`src/rtl/fp_divide.sv`:
```
// ---------------------------------------------------------------------------
// fp_divide
//
// Purpose:
//   Sequential IEEE-754 single-precision divider, Out = In_A / In_B.
//   It uses the same number model as the FP32 multiplier:
//     - normal numbers only (no denormals, no NaN),
//     - truncation instead of rounding.
//   The mantissa quotient comes from a restoring divider that resolves
//   BITS_PER_CYCLE quotient bits per clock. Each operation runs through
//   the states IDLE -> DIVIDE -> NORM -> DONE, and its latency is fixed.
//
// Parameters:
//   BITS_PER_CYCLE  quotient bits per DIVIDE cycle (1 or 5; must divide 25)
//   EXP_BIAS        exponent bias (127)
//
// Ports:
//   clk        in   1   clock; all state updates on the rising edge
//   rst        in   1   synchronous active-high reset
//   valid_in   in   1   operands valid; accepted only while busy is low
//   In_A       in   32  dividend, FP32
//   In_B       in   32  divisor, FP32
//   Out        out  32  quotient, registered; held until the next result
//   valid_out  out  1   one-cycle pulse that marks a new Out
//   busy       out  1   high while an operation is in flight
//
// Configuration macro:
//   FP_DIV_RANGE_CHECK_EN
//     defined   -> an exponent overflow saturates to signed infinity,
//                  and an exponent underflow flushes to signed zero
//     undefined -> the exponent wraps to its low 8 bits
// ---------------------------------------------------------------------------
module fp_divide #(
  parameter int BITS_PER_CYCLE = 1,
  parameter int EXP_BIAS       = 127
) (
  input  logic        clk,
  input  logic        rst,
  input  logic        valid_in,
  input  logic [31:0] In_A,
  input  logic [31:0] In_B,
  output logic [31:0] Out,
  output logic        valid_out,
  output logic        busy
);

  localparam int NSTEPS = 25 / BITS_PER_CYCLE;
  localparam logic [4:0] LAST_ITER = 5'(NSTEPS - 1);
  localparam logic signed [9:0] BIAS10 = 10'(EXP_BIAS);

  typedef enum logic [1:0] {
    S_IDLE   = 2'd0,
    S_DIVIDE = 2'd1,
    S_NORM   = 2'd2,
    S_DONE   = 2'd3
  } state_e;

  state_e            state_q, state_d;
  logic [4:0]        iter_q, iter_d;
  logic [23:0]       frac_b_q, frac_b_d;
  logic [24:0]       rem_q, rem_d;
  logic [24:0]       quo_q, quo_d;
  logic signed [9:0] exp_q, exp_d;
  logic              sign_q, sign_d;
  logic              a_zero_q, a_zero_d;
  logic              b_zero_q, b_zero_d;
  logic [31:0]       out_q, out_d;

  logic              capture;
  logic [49:0]       step_res;

  // One DIVIDE cycle: BITS_PER_CYCLE restoring steps.
  // Invariant: the partial remainder stays below 2*divisor. So each step
  // yields exactly one quotient bit, and the doubled remainder fits in
  // 25 bits.
  function automatic logic [49:0] div_steps(input logic [24:0] rem,
                                            input logic [24:0] quo,
                                            input logic [23:0] divisor);
    logic [24:0] r;
    logic [24:0] q;
    r = rem;
    q = quo;
    for (int i = 0; i < BITS_PER_CYCLE; i++) begin
      if (r >= {1'b0, divisor}) begin
        r = r - {1'b0, divisor};
        q = {q[23:0], 1'b1};
      end else begin
        q = {q[23:0], 1'b0};
      end
      r = {r[23:0], 1'b0};
    end
    return {r, q};
  endfunction

  // Normalise the quotient, then apply special cases and the exponent
  // range policy.
  // Q lies in [2^23, 2^25), so at most one position of left-shift
  // (with an exponent decrement) is needed.
  function automatic logic [31:0] pack_result(input logic              sign,
                                              input logic signed [9:0] exp_t,
                                              input logic [24:0]       q,
                                              input logic              a_zero,
                                              input logic              b_zero);
    logic signed [9:0] e;
    logic [22:0]       f;
    if (q[24]) begin
      e = exp_t;
      f = q[23:1];
    end else begin
      e = exp_t - 10'sd1;
      f = q[22:0];
    end
    if (a_zero) return 32'h0000_0000;
    if (b_zero) return {sign, 8'hFF, 23'h0};
`ifdef FP_DIV_RANGE_CHECK_EN
    if (e >= 10'sd255) return {sign, 8'hFF, 23'h0};
    if (e <= 10'sd0)   return {sign, 31'h0};
`endif
    return {sign, e[7:0], f};
  endfunction

  // A new operation can start from IDLE, or from DONE (back-to-back).
  assign capture  = valid_in && ((state_q == S_IDLE) || (state_q == S_DONE));
  assign step_res = div_steps(rem_q, quo_q, frac_b_q);

  always_comb begin
    state_d  = state_q;
    iter_d   = iter_q;
    frac_b_d = frac_b_q;
    rem_d    = rem_q;
    quo_d    = quo_q;
    exp_d    = exp_q;
    sign_d   = sign_q;
    a_zero_d = a_zero_q;
    b_zero_d = b_zero_q;
    out_d    = out_q;

    case (state_q)
      S_IDLE, S_DONE: begin
        if (capture) begin
          state_d  = S_DIVIDE;
          iter_d   = 5'd0;
          rem_d    = {2'b01, In_A[22:0]};
          quo_d    = 25'd0;
          frac_b_d = {1'b1, In_B[22:0]};
          exp_d    = $signed({2'b00, In_A[30:23]}) - $signed({2'b00, In_B[30:23]}) + BIAS10;
          sign_d   = In_A[31] ^ In_B[31];
          a_zero_d = (In_A[30:0] == 31'd0);
          b_zero_d = (In_B[30:0] == 31'd0);
        end else begin
          state_d = S_IDLE;
        end
      end
      S_DIVIDE: begin
        rem_d  = step_res[49:25];
        quo_d  = step_res[24:0];
        iter_d = iter_q + 5'd1;
        if (iter_q == LAST_ITER) begin
          state_d = S_NORM;
        end
      end
      S_NORM: begin
        out_d   = pack_result(sign_q, exp_q, quo_q, a_zero_q, b_zero_q);
        iter_d  = 5'd0;
        state_d = S_DONE;
      end
      default: state_d = S_IDLE;
    endcase
  end

  always_ff @(posedge clk) begin
    if (rst) begin
      state_q  <= S_IDLE;
      iter_q   <= 5'd0;
      frac_b_q <= 24'd0;
      rem_q    <= 25'd0;
      quo_q    <= 25'd0;
      exp_q    <= 10'sd0;
      sign_q   <= 1'b0;
      a_zero_q <= 1'b0;
      b_zero_q <= 1'b0;
      out_q    <= 32'd0;
    end else begin
      state_q  <= state_d;
      iter_q   <= iter_d;
      frac_b_q <= frac_b_d;
      rem_q    <= rem_d;
      quo_q    <= quo_d;
      exp_q    <= exp_d;
      sign_q   <= sign_d;
      a_zero_q <= a_zero_d;
      b_zero_q <= b_zero_d;
      out_q    <= out_d;
    end
  end

  assign Out       = out_q;
  assign valid_out = (state_q == S_DONE);
  assign busy      = (state_q == S_DIVIDE) || (state_q == S_NORM);

endmodule
```
`config.mk`:
```
export PLATFORM = sky130hd
export DESIGN_NAME = fp_divide
export DESIGN_NICKNAME = d
export VERILOG_FILES = /design/src/rtl/fp_divide.sv
export SDC_FILE = /design/constraint.sdc
export NUM_CORES = 1
export LEC_CHECK = 0
export ABC_AREA = 1
export BUFFER_PORTS_ARGS = -buffer_cell sky130_fd_sc_hd__buf_4
export CORE_MARGIN = 2
export CORE_UTILIZATION = 53
export DETAILED_ROUTE_END_ITERATION = 8
export MAX_ROUTING_LAYER = met4
export PLACE_DENSITY = 0.77
export SLEW_MARGIN = 20
export SYNTH_ARGS = -nofsm -noshare
export SYNTH_HDL_FRONTEND = slang
export SYNTH_SLANG_ARGS = --single-unit
```
`constraint.sdc`:
```
create_clock -name clk -period 1.8 [get_ports clk]
set_input_delay 0.09 -clock clk [delete_from_list [all_inputs] [get_ports clk]]
set_output_delay 0.09 -clock clk [all_outputs]
set_load 0.005 [all_outputs]
```
* After elaboration in Yosys (flattened, before gate mapping) *
Index checks and enable logic that the tools add are counted.
Widths: inputs -> output; s select.

storage, ports and cells
  output and inout port bits = 34
  logic and storage cells = 55
  register bits after elaboration = 124

cells by class
  bitwise gates (word level) = 1
  multiplexer cells = 22
  reduce and logical (&&, ||, !) cells = 10
  add/subtract/negate cells = 5
  $lt $le $gt $ge = 1
  eq/ne operators = 6

operators with widths
  cell                 number
  $mux 32              4
  $pmux 25 s2          2
  $logic_not 31->1     2
  $mux 25              2
  $ge 25x24->1         1
  $mux 24              1
  $sub 24x24->24       1
  $mux 23              1
  $pmux 5 s3           1
  $add 8x8->8 const B  1
  $mux 8               1
  $sub 8x2->8 const B  1
  $sub 8x8->8          1
  $mux 1               7
  $pmux 2 s3           1
  $add 5x1->5 const B  1
  $eq 5x5->1 const B   1
  $mux 5               1
  $eq 2x2->1 const B   2
  $ne 2x2->1 const B   2
  $reduce_and 2->1     2
  $eq 2x1->1 const B   1
  $logic_not 2->1      1
  $logic_or 1x1->1     2
  other kinds (5)      5

* Logic depth before layout (Yosys ltp) *
Gate-level depths: netlist of run 1.

  depth in word-level cells = 6
  mapped depth = 15
  depth with buffers taken out = 15

* Worst setup path after synthesis of run 1 *
Ideal clock, no wire load.

  path type = register to register
  from = register frac_b_q[22]
  to = register rem_q[3]
  data arrival time = 1783 ps
  required time = 1678 ps
  stages on the path, launching flop included = 12
  slack = -105 ps
  clock period less this slack = 1905 ps
  cell sequence = dfxtp_1 > inv_1 > ha_1 > a21oi_1 > nor2_1 > nor2_1 > nand2_1 > a21oi_4 > clkbuf_1 > nand4_1 > nand3_2 > a21oi_2

between the ends
  longest elaborated chain between the ends = 3

RTL lines
  element                   line  RTL
  start: declaration        60    logic [23:0] frac_b_q, frac_b_d;
  start signal: assignment  186   frac_b_q <= frac_b_d;
  $ge 25x24->1              84    if (r >= {1'b0, divisor}) begin
  $mux 24                   84
  $pmux 25 s2               138   case (state_q)
  end signal: assignment    187   rem_q <= rem_d;
  end: declaration          61    logic [24:0] rem_q, rem_d;

No other way between the ends.
A chain may end at the register's enable or synchronous reset.

* Worst setup path after layout of run 1 *
  from = register frac_b_q[16]
  to = register rem_q[7]

Same word-level chain as after synthesis.

==> results.toml, run 1 <==
[finish]
antenna_cells = 0
drive_gt1_frac = 0.3322
final_nets = 1551
n_fill_cell = 979
synthToLayoutAreaGrowth_pct = 47.84
final_cells = 1635

[pwr]
p_comb_frac = 0.706
vdd_drop_max_mv = 1.404
internal-power_mw = 14.06
powerDensity_nw_per_um2 = 2268
p_seq_frac = 0.151
clkPwrFrac = 0.143
p_switching_mw = 12.12
leakagePower_nw = 5.257
switching_share = 0.4630
finalPower_mw = 26.17

[grt]
grt_pass1_vias = 8566
grt_overflow = 0
track_usage = 0.3389
antenna_found_initial = 0
grt_pass1_wl_mm = 41.85
grt_max_degree = 43

[logic_synthesis]
syn_inst = 1185
synthArstFlopShare = 0
yosysTopAreaCell = "dfxtp_1"
ys_ff_latch = 124
synth_commonest_cells = "nand2_1, inv_1, a21oi_1"
synth_area_um2 = 7806
synthFlopType = "dfxtp_1"
synth_cell_types = 38
syn-mean-instance-area_um2 = 6.588
yosysTopAreaCellShare = 0.3180
synth_edf_count = 0
seq_area_frac_synth = 0.3180
synth_nets = 1297
yosysMostFrequentCell = "nand2_1"
ys_warn_count = 0
synth.top_cells.by_area = "dfxtp_1, nand2_1, a21oi_1"

[worst_hold_path]
hold_path.class = "in -> reg"
holdCritStartpoint = "In_B[5]"

[floorplan]
core_um2 = 14480
die_area_um2 = 15720
dieHeight_um = 125.4
initial_core_util = 0.5391
row_count = 44
ios = 101
die_x_um = 125.4

[sta]
tightest_slew_ns = 0.6237
hold_viol = 0
relSlewSlack = 0.5804
fin_crit_sh = 1.125
clock_skew_ns = 0.01101
rsz0062_at_grt = "true"
fin_hold_ws_ns = 0.01448
layout_setup_ws_ns = -0.2252
finalSetupViolCount = 25
finalCriticalPeriod_ns = 2.025
fmaxAchievable_ghz = 0.4938
drv_slew = 0

[clock_tree]
cts_tree = "built"
cts_root_buffer = "clkbuf_16"
htree_levels = 4
cts_made_buffers = 17
clk_path_buf_depth = 2
insertion_delay_ns = 0.43
clkSinkCount = 124
clk_pin_slew_ns = 0.06

[worst_setup_path]
cp_max_fo = 7
cpMostUsedCell = "nand3_4"
slowest_delay_ns = 0.32
cp-start-kind = "flip-flop"
rr_startpoint = "frac_b_q[16]$_SDFFE_PP0P_"
path_cells = "inv_2, ha_4, nand4_1, nor2_2, nand3_4, nand3_4, clkbuf_16, nand2_1, nand3_1, a21oi_1"
path_class = "reg -> reg"
cp_slowest_cell = "dfxtp_2"
crit_path_start = "frac_b_q[16]$_SDFFE_PP0P_"
cp.required_ns = 2.11
cp-end-kind = "flip-flop"
worstPathArrival_ns = 2.34

[outcome]
status = "finished, violations left"
violations = "negative setup slack"

[placement]
port_buffers = 100
pre_cts_ws_ns = -0.2088
dp_hpwl_mm = 16.70
dpl.cell_count = 1537
place.gp.congestion = 1.000

[detailed_routing]
drc = 0
drt_iter0_markers = 913
vias_per_cell = 5.528
postRouteAntennaNets = 0
avgRoutedWirePerCell_um = 16.19
via_count = 9039
firstDrtPassIters = 7
drt-total-wl_mm = 26.46

[job]
maxCapViolations = 0
## per-layer routing
metal / GRT usage / routed length [um] / vias up
met1: 0.4265 / 10990 / 4183
li1: - / - / 4361
met5: - / 0 / -
met3: 0.05434 / 2019 / 79
met2: 0.5508 / 12660 / 416
met4: 0.1261 / 795 / 0
## power by group through the flow
stage	logic (mW)	clock network, mW	registers (mW)
6_report	18.5	3.75	3.95
5_1_grt	19.8	3.88	4.01
4_1_cts	16.8	3.75	3.90
3_5_place_dp	14.4	0	3.84
3_3_place_gp	14.2	0	3.83
2_1_floorplan	9.29	0	3.77
## placed cells by master, fill, tap and decap left out, drive strengths merged
| master | instances |
|---|---|
| a22oi | 1 |
| o211a | 1 |
| nand4 | 32 |
| nand2 | 365 |
| dfxtp | 124 |
| o21bai | 2 |
| dlygate4sd3 | 44 |
| nand3 | 63 |
| clkbuf | 22 |
| fa | 2 |
| bufinv | 4 |
| nor3 | 9 |
| xor2 | 10 |
| nor3b | 2 |
| nand3b | 4 |
| buf | 241 |
| xnor2 | 10 |
| ha | 43 |
| nor2 | 55 |
| and2 | 1 |
| inv | 158 |
| o21ai | 73 |
| clkinv | 5 |
| a21oi | 160 |
| or2 | 2 |
| nor4 | 15 |
| clkinvlp | 3 |
## path summary, 6_finish.rpt
path / endpoint / slack, ns / cells after the start
worst max-delay path: rem_q[7]$_SDFFE_PP0P_ / -0.23 / 10
worst min register to register: Out[28]$_SDFFE_PP0P_ / 0.46 / 2
worst min-delay path: frac_b_q[5]$_SDFFE_PP0P_ / 0.01 / 3
worst max register to register: rem_q[7]$_SDFFE_PP0P_ / -0.23 / 10
## cells by family after synthesis
logic type	synth area share
buffers and inverters	0.1100
AO/OA/AOI/OAI	0.1617
flip-flops	0.3180
XOR/XNOR	0.02244
adder cells (fa/ha/maj)	0.07405
AND/OR/NAND/NOR	0.3138
## flip-flops by register name (all words and copies together), names as in the netlist
signal,cells
iter_q,5
exp_q,8
b_zero_q,1
a_zero_q,1
frac_b_q,24
state_q,2
quo_q,25
sign_q,1
Out,32
rem_q,25
## layout make-up
class                           instances  area, um^2  area share
Clock buffer                           21       470.5     0.04076
Clock inverter                         10       162.7     0.01409
Inverter                              160       604.3     0.05236
Multi-Input combinational cell        850        5176      0.4485
Sequential cell                       124        2517      0.2181
Tap cell                              184       230.2     0.01995
Timing Repair Buffer                  286        2380      0.2062
## critical path, delay by kind of cell (launching register included)
family	cells	cell delay [ns]
AND/OR/NAND/NOR	6	0.98
flip-flops	1	0.32
adder cells (fa/ha/maj)	1	0.30
buffers and inverters	2	0.24
AO/OA/AOI/OAI	1	0.06
## what timing repair did
| item | CTS | global route |
|---|---|---|
| hold endpoints to repair | 43 | 0 |
| gates resized for setup | 128 | 40 |
| setup buffers | 16 | 6 |
| cloned | 1 | 1 |
| hold buffers | 44 | 0 |
| endpoints found under the setup margin | 27 | 56 |
| pin swaps | 35 | 30 |
## through the flow
step	area, um^2	util	setup TNS (ns)
after floorplan	8035	-	0
after global placement	9721	0.6714	-2.992
after detailed placement	9721	0.6714	-3.949
after CTS	11350	0.7840	-1.273
after global routing	11540	0.7971	-6.561
final	11540	0.7971	-4.778
Power figures use the tool's default switching activity.
==> inputs of run 2 (changes only) <==
Settings changed: ABC_AREA 1 to 0, CORE_UTILIZATION 53 to 52, PLACE_DENSITY 0.77 to 0.76.
==> results.toml, run 2 <==
[outcome]
status = "finished, violations left"
violations = "negative setup slack"

[clock_tree]
clkSinkCount = 124
insertion_delay_ns = 0.43
htree_levels = 4
clk_path_buf_depth = 2
clk_pin_slew_ns = 0.06
cts_root_buffer = "clkbuf_16"
cts_tree = "built"
cts_made_buffers = 17

[logic_synthesis]
yosysMostFrequentCell = "dfxtp_1"
synthFlopType = "dfxtp_1"
synth_nets = 986
syn-mean-instance-area_um2 = 8.156
seq_area_frac_synth = 0.3483
yosysTopAreaCellShare = 0.3483
synth_commonest_cells = "dfxtp_1, nor2_1, nand2_1"
synth_area_um2 = 7128
ys_ff_latch = 124
ys_warn_count = 0
yosysTopAreaCell = "dfxtp_1"
synth_cell_types = 58
synth.top_cells.by_area = "dfxtp_1, ha_1, nor2_1"
syn_inst = 874
synthArstFlopShare = 0
synth_edf_count = 0

[sta]
rsz0062_at_grt = "true"
drv_slew = 0
tightest_slew_ns = 0.5189
finalSetupViolCount = 25
finalCriticalPeriod_ns = 3.003
clock_skew_ns = 0.005767
fin_hold_ws_ns = 0.01894
relSlewSlack = 0.6509
fmaxAchievable_ghz = 0.3330
fin_crit_sh = 1.668
hold_viol = 0
layout_setup_ws_ns = -1.203

[finish]
layout_commonest_cell = "buf_4"
largest_reg_flops = 32
synthToLayoutAreaGrowth_pct = 46.48
antenna_cells = 0
final_nets = 1241
n_fill_cell = 846
regArea_um2 = 2491
final_cell_mix = "buf_4, dfxtp_1, nor2_1, nand2_1, a21oi_1"
multi_input_area_um2 = 4582
drive_gt1_frac = 0.3354
final_area_um2 = 10440

[floorplan]
die_area_um2 = 14660
ios = 101
core_um2 = 13300
die_x_um = 121.1
initial_core_util = 0.5361
row_count = 42
dieHeight_um = 121.1

[worst_setup_path]
path_class = "reg -> reg"
cp-end-kind = "flip-flop"
cp.required_ns = 2.12
worstPathArrival_ns = 3.32
cp-start-kind = "flip-flop"
cp_max_fo = 7

[placement]
port_buffers = 100
place.gp.congestion = 0.8998
dpl_cell_area_um2 = 8996
dp_hpwl_mm = 14.50

[job]
maxCapViolations = 0

[detailed_routing]
drc = 0
firstDrtPassIters = 6
avgRoutedWirePerCell_um = 18.19
drt-total-wl_mm = 23.98
drt_iter0_markers = 1094
postRouteAntennaNets = 0
via_count = 7857
vias_per_cell = 5.961

[grt]
track_usage = 0.3161
antenna_found_initial = 0
grt_overflow = 0
grt_pass1_wl_mm = 35.65
grt_max_degree = 73
grt_pass1_vias = 7234

[pwr]
powerDensity_nw_per_um2 = 2050
p_comb_frac = 0.676
vdd_drop_max_mv = 1.342
switching_share = 0.4252
internal-power_mw = 12.30
clkPwrFrac = 0.151
finalPower_mw = 21.41
p_switching_mw = 9.102
leakagePower_nw = 4.542
p_seq_frac = 0.173

[worst_hold_path]
hold_path.class = "in -> reg"
[run 2: changes by cell type after synthesis, sizes merged, moves of 12 or more]
cell,change
nand4,-23
o21ai,-50
inv,-110
nand2,-282
nand3,-38
nor2,+61
mux2,+23
nor3,+20
a21oi,-80
a21o,+12
a211oi,+13
a22oi,+46
[run 2: worst max-delay path, stage by stage, from the launching register on]
cell and delay, ns:
dfxtp_2 0.33, inv_2 0.05, ha_4 0.28, buf_6 0.10, nand4_4 0.08, nor3_4 0.21, o31ai_4 0.11, a2111oi_4 0.44
o21ba_4 0.21, o311ai_4 0.13, and2_4 0.24, or4_1 0.52, a31o_1 0.18
[run 2: cell families after synthesis]
| kind of cell | synth area share |
|---|---|
| AOI/OAI and AO/OA | 0.2308 |
| xor gates and xnor gates | 0.03932 |
| adders and majority gates | 0.08110 |
| buffers and inverters | 0.05898 |
| DFF | 0.3483 |
| muxes | 0.04195 |
| and+or+nand+nor | 0.1996 |
[run 2: final timing paths]
check / startpoint / endpoint / slack, ns / cells after the start
setup / recovery: frac_b_q[6]$_SDFFE_PP0P_ / rem_q[11]$_SDFFE_PP0P_ / -1.20 / 12
hold / removal: In_B[17] / frac_b_q[17]$_SDFFE_PP0P_ / 0.02 / 3
setup reg to reg: frac_b_q[6]$_SDFFE_PP0P_ / rem_q[11]$_SDFFE_PP0P_ / -1.20 / 12
hold reg to reg: frac_b_q[12]$_SDFFE_PP0P_ / frac_b_q[12]$_SDFFE_PP0P_ / 0.45 / 2
[run 2: metal layers]
metal	vias to the layer above	routed length, um	GRT usage
met5	-	0	-
met4	0	825	0.1286
met3	94	1886	0.06156
met2	409	11230	0.5074
met1	3712	10040	0.3908
li1	3642	-	-
[run 2: layout make-up]
| cell class | instances | share of cell area |
|---|---|---|
| repair buffers | 291 | 0.2318 |
| inverters | 47 | 0.01738 |
| flip-flops and latches | 124 | 0.2386 |
| clock buffers | 22 | 0.04350 |
| well taps | 176 | 0.02109 |
| multi-input cells | 648 | 0.4388 |
| clock inverters | 10 | 0.008868 |
[run 2: timing repair]
action / CTS / global route
endpoints found under the setup margin: 30 / 50
pin swaps: 16 / 48
setup buffers: 14 / 17
resized for setup: 29 / 35
endpoints found under the hold margin: 30 / 0
cloned: 2 / 2
hold buffers: 31 / 0
[run 2: through the flow]
stage,cells,worst slack (ns),util,TNS [ns]
finish,1318,-1.203,0.7853,-27.20
CTS,1301,-1.052,0.7620,-24.65
global placement,1222,-1.092,0.6766,-25.45
detailed placement,1222,-1.151,0.6766,-26.75
floorplan,874,-1.202,-,-27.95
global route,1318,-1.280,0.7853,-29.32
[run 2: power by group through the flow]
stage	Combinational [mW]	Sequential [mW]	Clock, mW
finish	14.5	3.71	3.23
global route	15.5	3.75	3.36
CTS	12.6	3.65	3.23
detailed placement	11.2	3.67	0
global placement	11.1	3.66	0
floorplan	7.20	3.63	0
==> inputs of run 3 (changes only) <==
Settings changed: MAX_ROUTING_LAYER met4 to not set, PLACE_DENSITY 0.76 to 0.8.
==> results.toml, run 3 (synthesis results as in run 2) <==
[outcome]
status = "finished, violations left"
violations = "negative setup slack"

[sta]
relSlewSlack = 0.5407
hold_viol = 0
finalSetupViolCount = 26
drv_slew = 0
finalCriticalPeriod_ns = 3.006
rsz0062_at_grt = "true"
fmaxAchievable_ghz = 0.3327
tightest_slew_ns = 0.6800
clock_skew_ns = 0.009519
layout_setup_ws_ns = -1.206
fin_crit_sh = 1.670

[detailed_routing]
firstDrtPassIters = 6
wl_met2_mm = 12.60
drt_iter0_markers = 1199
drt-total-wl_mm = 26.46
via_count = 8341
avgRoutedWirePerCell_um = 20.09
vias_per_cell = 6.333
top_layer = "met5"
postRouteAntennaNets = 0
drc = 0
wl_met3_mm = 2.568
drt-met1-wl_mm = 10.02

[clock_tree]
cts_root_buffer = "clkbuf_16"
cts_tree = "built"
clk_pin_slew_ns = 0.06
clkSinkCount = 124
insertion_delay_ns = 0.43
clk_path_buf_depth = 2
cts_made_buffers = 17
htree_levels = 4

[pwr]
vdd_drop_max_mv = 1.657
leakagePower_nw = 4.585
powerDensity_nw_per_um2 = 2133
finalPower_mw = 22.45

[floorplan]
ios = 101
dieHeight_um = 121.1
die_area_um2 = 14660
core_um2 = 13300
die_x_um = 121.1
row_count = 42
initial_core_util = 0.5361

[worst_setup_path]
cp-end-kind = "flip-flop"
slowest_delay_ns = 0.53
ff2ff_setup_slack_ns = -1.21
cp-start-kind = "flip-flop"
cp_slowest_cell = "or4_4"
worstPathArrival_ns = 3.37
path_cells = "inv_2, ha_4, a21o_1, a311oi_2, o21a_1, a2111oi_4, o21ba_4, o311ai_4, and2_4, buf_6, or4_4, a21oi_2"
cp.required_ns = 2.16
path_class = "reg -> reg"
cp_max_fo = 7

[grt]
track_usage = 0.3314
grt_pass1_vias = 7779
grt_overflow = 0
grt_max_degree = 117
antenna_found_initial = 1
grt_pass1_wl_mm = 38.22

[job]
maxCapViolations = 0

[finish]
antenna_cells = 0
largest_reg_flops = 32
regArea_um2 = 2490
drive_gt1_frac = 0.3444
final_nets = 1240
final_cell_mix = "buf_4, dfxtp_1, nor2_1, nand2_1, a21oi_1"
layout_commonest_cell = "buf_4"
n_fill_cell = 796
multi_input_area_um2 = 4603
fin_util = 0.7914
synthToLayoutAreaGrowth_pct = 47.60

[placement]
port_buffers = 100
place.gp.congestion = 0.8815
dp_hpwl_mm = 14.61

[worst_hold_path]
hold_path.class = "in -> reg"
[run 3: cell count changes in the layout (fill, tap and decap cells not counted), sizes merged]
cell and change:
clkbuf +3, dlygate4sd3 -4, bufinv +2, buf +1, clkinv -3
[run 3: worst paths after layout]
path,from,endpoint,cells after the start
worst max-delay path,frac_b_q[6]$_SDFFE_PP0P_,rem_q[24]$_SDFFE_PP0P_,12
worst max register to register,frac_b_q[6]$_SDFFE_PP0P_,rem_q[24]$_SDFFE_PP0P_,12
worst min-delay path,In_A[5],rem_q[5]$_SDFFE_PP0P_,3
worst min register to register,frac_b_q[11]$_SDFFE_PP0P_,frac_b_q[11]$_SDFFE_PP0P_,2
[run 3: repair_timing]
action,in CTS,in global routing
endpoints found under the hold margin,26,0
hold buffers,27,0
setup endpoints to repair,49,54
pin swaps,26,29
resized for setup,30,34
cloned,2,2
setup buffers,12,11
[run 3: stage by stage]
step	instance area, um^2	worst slack [ns]	std cells	hold WS, ns	TNS [ns]
final	10520	-1.206	1317	0.01688	-26.27
after floorplan	7269	-1.202	874	0.2184	-27.95
after global placement	9059	-1.091	1232	0.3528	-25.14
after CTS	10210	-1.118	1304	0.002586	-24.71
after global routing	10520	-1.245	1317	0.02133	-27.56
after detailed placement	9059	-1.153	1232	0.3616	-27.31
[run 3: critical path, delay by kind of cell (launching register included)]
kind            cells  cell delay, ns
compound gates      7            1.36
simple gates        2            0.77
flops               1            0.34
fa+ha+maj           1            0.28
buf+inv             2            0.18
[run 3: routing by layer]
layer | up-vias | global-route usage
met5 | - | 0
met4 | 2 | 0.1388
met3 | 155 | 0.08741
met2 | 593 | 0.5488
met1 | 3953 | 0.4063
li1 | 3638 | -
[run 3: final cells by class]
cell class / count / share of cell area
inverters: 47 / 0.01724
well taps: 176 / 0.02093
clock buffers: 23 / 0.04638
flip-flops and latches: 124 / 0.2367
repair buffers: 290 / 0.2286
clock inverters: 9 / 0.01272
multi-input cells: 648 / 0.4375
[run 3: power by group]
group	leakage, nW	switching [mW]	internal, mW
Combinational	3.27	7.86	7.19
Sequential	1.01	0.445	3.29
Clock	0.304	1.33	2.33
Total	4.58	9.64	12.8
